<file path="src/rtl/key_debounce_multi_pkg.sv">
// Shared defaults and helpers for the multi-channel key debouncer.
// Defaults assume a 24 MHz system clock: 10 ms debounce, 50 ms long press.
package key_debounce_multi_pkg;

  localparam int DEF_DEB_CYCLES  = 240_000;
  localparam int DEF_HOLD_CYCLES = 1_200_000;

  // Per-channel one-cycle event pulses.
  typedef struct packed {
    logic press;
    logic rel;
    logic hold;
  } key_evt_t;

  // Ceiling log2 usable in constant expressions; clog2(1) = 0.
  function automatic int clog2(input int value);
    int w;
    int v;
    w = 0;
    v = value - 1;
    while (v > 0) begin
      w++;
      v = v >> 1;
    end
    return w;
  endfunction

endpackage

</file>
<file path="src/rtl/key_debounce_multi_ch.sv">
// One key channel: 2-flop synchroniser, stable-level debounce counter,
// long-press counter and registered press/release/hold pulses.
module key_debounce_ch
  import key_debounce_multi_pkg::*;
#(
  parameter int   DEB_CYCLES  = DEF_DEB_CYCLES,
  parameter int   HOLD_CYCLES = DEF_HOLD_CYCLES,
  parameter logic ACTIVE_LVL  = 1'b0
) (
  input  logic sys_clk,
  input  logic sys_rst,
  input  logic key_i,
  output logic key_o,
  output logic key_press,
  output logic key_rel,
  output logic key_hold
);

  localparam int DEB_W  = clog2(DEB_CYCLES);
  localparam int HOLD_W = clog2(HOLD_CYCLES + 1);

  localparam logic [DEB_W-1:0]  DEB_LAST = DEB_W'(DEB_CYCLES - 1);
  localparam logic [HOLD_W-1:0] HOLD_SAT = HOLD_W'(HOLD_CYCLES);
  localparam logic [HOLD_W-1:0] HOLD_PRE = HOLD_W'(HOLD_CYCLES - 2);
  localparam logic              IDLE_LVL = ~ACTIVE_LVL;

  logic              r_sync1;
  logic              r_sync2;
  logic [DEB_W-1:0]  r_cnt;
  logic              r_key;
  logic [HOLD_W-1:0] r_hcnt;
  key_evt_t          r_evt;

  logic w_diff;
  logic w_accept;
  logic w_pressed;
  logic w_release;

  assign w_diff    = (r_sync2 != r_key);
  assign w_accept  = w_diff && (r_cnt == DEB_LAST);
  assign w_pressed = (r_key == ACTIVE_LVL);
  assign w_release = w_accept && w_pressed;

  always_ff @(posedge sys_clk or posedge sys_rst) begin
    if (sys_rst) begin
      r_sync1 <= IDLE_LVL;
      r_sync2 <= IDLE_LVL;
      r_cnt   <= '0;
      r_key   <= IDLE_LVL;
      r_hcnt  <= '0;
      r_evt   <= '0;
    end else begin
      r_sync1 <= key_i;
      r_sync2 <= r_sync1;

      // Any return to the current level cancels the pending change.
      if (!w_diff) begin
        r_cnt <= '0;
      end else if (w_accept) begin
        r_cnt <= '0;
        r_key <= r_sync2;
      end else begin
        r_cnt <= r_cnt + 1'b1;
      end

      r_evt.press <= w_accept && !w_pressed;
      r_evt.rel   <= w_release;

      // Clearing on the release edge keeps key_hold and key_rel mutually exclusive.
      if (!w_pressed || w_release) begin
        r_hcnt     <= '0;
        r_evt.hold <= 1'b0;
      end else begin
        if (r_hcnt != HOLD_SAT) begin
          r_hcnt <= r_hcnt + 1'b1;
        end
        r_evt.hold <= (r_hcnt == HOLD_PRE);
      end
    end
  end

  assign key_o     = r_key;
  assign key_press = r_evt.press;
  assign key_rel   = r_evt.rel;
  assign key_hold  = r_evt.hold;

endmodule

</file>
<file path="src/rtl/key_debounce_multi.sv">
// N independent debounced key channels with press, release and long-press pulses.
// Sits between the board key pins and the control FSMs.
module key_debounce_multi
  import key_debounce_multi_pkg::*;
#(
  parameter int   CH          = 4,
  parameter int   DEB_CYCLES  = DEF_DEB_CYCLES,
  parameter int   HOLD_CYCLES = DEF_HOLD_CYCLES,
  parameter logic ACTIVE_LVL  = 1'b0
) (
  input  logic          sys_clk,
  input  logic          sys_rst,
  input  logic [CH-1:0] key_i,
  output logic [CH-1:0] key_o,
  output logic [CH-1:0] key_press,
  output logic [CH-1:0] key_rel,
  output logic [CH-1:0] key_hold
);

  for (genvar g = 0; g < CH; g++) begin : g_ch
    key_debounce_ch #(
      .DEB_CYCLES  (DEB_CYCLES),
      .HOLD_CYCLES (HOLD_CYCLES),
      .ACTIVE_LVL  (ACTIVE_LVL)
    ) u_ch (
      .sys_clk   (sys_clk),
      .sys_rst   (sys_rst),
      .key_i     (key_i[g]),
      .key_o     (key_o[g]),
      .key_press (key_press[g]),
      .key_rel   (key_rel[g]),
      .key_hold  (key_hold[g])
    );
  end

endmodule

</file>
<file path="config.mk">
export PLATFORM = sky130hd
export DESIGN_NAME = key_debounce_multi
export DESIGN_NICKNAME = d
export VERILOG_FILES = /design/src/rtl/key_debounce_multi_pkg.sv /design/src/rtl/key_debounce_multi_ch.sv /design/src/rtl/key_debounce_multi.sv
export SDC_FILE = /design/constraint.sdc
export NUM_CORES = 1
export LEC_CHECK = 0
export ABC_AREA = 0
export CELL_PAD_IN_SITES_DETAIL_PLACEMENT = 1
export CELL_PAD_IN_SITES_GLOBAL_PLACEMENT = 2
export CORE_ASPECT_RATIO = 0.8
export CORE_MARGIN = 1.5
export CORE_UTILIZATION = 41
export DETAILED_ROUTE_END_ITERATION = 8
export PLACE_DENSITY_LB_ADDON = 0.1
export SYNTH_ARGS = -nofsm -noshare
export SYNTH_HDL_FRONTEND = slang
export SYNTH_SLANG_ARGS = --single-unit
</file>
<file path="constraint.sdc">
create_clock -name sys_clk -period 6.7 [get_ports sys_clk]
set_input_delay 0.67 -clock sys_clk [delete_from_list [all_inputs] [get_ports sys_clk]]
set_output_delay 0.67 -clock sys_clk [all_outputs]
set_load 0.005 [all_outputs]
</file>
==> results.json <==
{
  "status": "finished, final reports clean",
  "p_clk_frac": 0.471,
  "cts_resized": 0,
  "clock-sinks": 180,
  "ir_worst_vdd_mv": 0.149,
  "placed_area_mm2": 0.00943,
  "arrival_ns": 2.90,
  "dieArea_mm2": 0.0230,
  "synth.most_common_cell": "dfrtp_1",
  "synth_commonest_cells": "dfrtp_1 (168), nor2_1 (124), xnor2_1 (61)",
  "cts_buffers": 17,
  "power_switching_uw": 467,
  "finalCritPeriodShare": 0.394,
  "ys.flop_type": "dfrtp_1",
  "synth_fp_nets": 951,
  "ff2ff_setup_slack_ns": 4.06,
  "drtIter0Drc": 333,
  "worst_pin_slew_ns": 1.21,
  "drt.antenna.violating_nets": 0,
  "antenna_cells": 0,
  "core_area_mm2": 0.0216,
  "synth_top_area_cell": "dfrtp_1",
  "place_hpwl_um": 13600,
  "port_buffers": 21,
  "yosys_warnings": 0,
  "critPathMaxFanout": 22,
  "fin_tns_setup_ns": 0,
  "antenna_found_initial": 0,
  "switching_share": 0.215,
  "synth_area_mm2": 0.00905,
  "insertion_delay_ns": 0.43,
  "synthCells": 929,
  "seq_area_mm2": 0.00452,
  "synth_seq_cells": 180,
  "firstDrtPassIters": 4,
  "vias": 6725,
  "required_ns": 6.96,
  "grt_pass1_wl_um": 35400,
  "wl_um": 20200,
  "drt-wirelength-per-cell_um": 16.6,
  "max_freq_ghz": 0.379,
  "min-delay-path-class": "flop to flop",
  "final_hold_viol_count": 0,
  "rsz0062_at_grt": "no",
  "die_h_um": 136,
  "ctsLongestPathBuffers": 2,
  "place_congestion": 0.795,
  "path_class": "flop to flop",
  "fin_skew_ns": 0.0146,
  "worstSetupStartpointType": "flop",
  "root_buffer": "clkbuf_16",
  "nFillCells": 2430,
  "p_total_mw": 2.18,
  "post-route-min-period_ns": 2.64,
  "track_usage": 0.190,
  "drc": 0,
  "setup-violations-final": 0,
  "max_slew_margin": 0.187,
  "maxSlewViolCount": 0,
  "synth.distinct_cells": 46,
  "yosysTopAreaCellShare": 0.464,
  "final_area_mm2": 0.0100,
  "maxCapViolations": 0,
  "p_leak_nw": 3.96,
  "viasPerCell": 5.51,
  "synth_area_per_cell_um2": 9.74,
  "start_util": 0.419,
  "critical_path.endpoint_type": "flop",
  "holdBufCountCts": 0,
  "cts.clk_slew.worst_paths_ns": 0.07,
  "multiInputGateArea_mm2": 0.00418,
  "p_per_area_mw_per_mm2": 217,
  "intPower_mw": 1.71,
  "grt_overflow": 0,
  "htreeDepth": 4,
  "synth-seq-area-share": 0.499,
  "cts_tree": "built",
  "post-cts-setup-buffers": 0,
  "grt_start_max_net_pins": 78,
  "die_x_um": 169,
  "p_seq_frac": 0.508,
  "synthTopCellsByArea": "dfrtp_1 (46%), xnor2_1 (5.9%), nor2_1 (5.1%)",
  "synth_edf_count": 0,
  "synthArstFlopShare": 1.00,
  "finalCoreUtilization": 0.464,
  "io-pin-count": 22,
  "rows": 48,
  "area_growth_pct": 10.8,
  "drive_above_1_share": 0.0719,
  "final_nets": 955,
  "p_comb_frac": 0.021,
  "grt_pass1_vias": 7252
}
per-layer routing:
| metal | GRT usage | vias up | wire length, um | part of all wire |
|---|---|---|---|---|
| li1 | - | 3268 | - | - |
| met1 | 0.251 | 3405 | 10100 | 0.50 |
| met2 | 0.322 | 41 | 9650 | 0.48 |
| met3 | 0.0341 | 11 | 314 | 0.016 |
| met4 | 0.0526 | 0 | 158 | 0.0078 |
| met5 | 0 | - | 0 | 0 |
power groups by stage:
| stage | Sequential (mW) | Combinational, mW | Clock (mW) |
|---|---|---|---|
| after floorplan | 1.12 | 0.0323 | 0 |
| after global placement | 1.12 | 0.0466 | 0 |
| after detailed placement | 1.12 | 0.0483 | 0 |
| after CTS | 1.10 | 0.0490 | 1.05 |
| after global routing | 1.11 | 0.0542 | 1.10 |
| final | 1.10 | 0.0458 | 1.02 |
layout by cell type, fill, tap and decap left out, drive strengths merged, types with 7 or more instances in the layout:
| cell type | synthesis | layout |
|---|---|---|
| clkbuf | 17 | 25 |
| ha | 16 | 16 |
| nand2b | 8 | 8 |
| nand2 | 41 | 41 |
| nand4 | 46 | 46 |
| nor2 | 124 | 124 |
| inv | 37 | 37 |
| xnor2 | 61 | 61 |
| nor3 | 34 | 34 |
| dfstp | 12 | 12 |
| a21oi | 41 | 41 |
| or3 | 32 | 32 |
| nor2b | 7 | 7 |
| o21ai | 35 | 35 |
| dfrtp | 168 | 168 |
| nor4 | 23 | 23 |
| xor2 | 47 | 47 |
| or4 | 19 | 19 |
| clkdlybuf4s50 | 0 | 21 |
| nand3 | 52 | 52 |
| and3 | 13 | 13 |
| and4 | 17 | 17 |
| o31ai | 16 | 16 |
path summary, 6_finish.rpt:
| path | to | cells past startpoint | from |
|---|---|---|---|
| max reg2reg | g_ch[0].u_ch.r_hcnt[9] | 4 | g_ch[0].u_ch.r_cnt[9] |
| min in group asynchronous | g_ch[2].u_ch.r_hcnt[1] | 2 | sys_rst |
| max | g_ch[0].u_ch.r_hcnt[9] | 4 | g_ch[0].u_ch.r_cnt[9] |
| min | g_ch[3].u_ch.r_sync2 | 0 | g_ch[3].u_ch.r_sync1 |
| max in group asynchronous | g_ch[0].u_ch.r_cnt[2] | 3 | sys_rst |
| min reg2reg | g_ch[3].u_ch.r_sync2 | 0 | g_ch[3].u_ch.r_sync1 |
logic make-up (layout without fill, tap and decap cells):
| kind of cell | Yosys count | count (layout) | share of synthesized area |
|---|---|---|---|
| simple gates | 449 | 449 | 0.271 |
| xor+xnor | 108 | 108 | 0.105 |
| flops | 180 | 180 | 0.499 |
| compound gates | 98 | 98 | 0.0619 |
| buf+inv | 77 | 94 | 0.0401 |
| mux | 1 | 1 | 0.00124 |
| fa+ha+maj | 16 | 16 | 0.0221 |
registers in the layout (all words and copies together) (netlist names):
register             count
g_ch.u_ch.key_hold       4
g_ch.u_ch.key_o          4
g_ch.u_ch.key_press      4
g_ch.u_ch.key_rel        4
g_ch.u_ch.r_cnt         72
g_ch.u_ch.r_hcnt        84
g_ch.u_ch.r_sync1        4
g_ch.u_ch.r_sync2        4
final cells by class:
class | count | area share
Tap cell | 275 | 0.0343
Inverter | 37 | 0.0143
Clock buffer | 25 | 0.0504
Sequential cell | 180 | 0.451
Clock inverter | 7 | 0.00948
Multi-Input combinational cell | 672 | 0.417
Timing Repair Buffer | 25 | 0.0240
per-stage QoR:
stage          cells  worst slack (ns)  hold WS, ns
6_report        1221              4.06        0.359
3_3_place_gp    1189              4.16        0.346
4_1_cts         1221              4.04        0.360
2_1_floorplan    929              1.16        0.345
3_5_place_dp    1189              4.04        0.351
5_1_grt         1221              3.87        0.363
worst max-delay path, cell delays in order (launching register included):
cell and delay, ns:
dfrtp_1 0.45, or4b_1 0.53, or4_4 0.52, o21ai_2 0.80
nor2_1 0.15
Note: power is estimated with default switching activity, not from simulation.
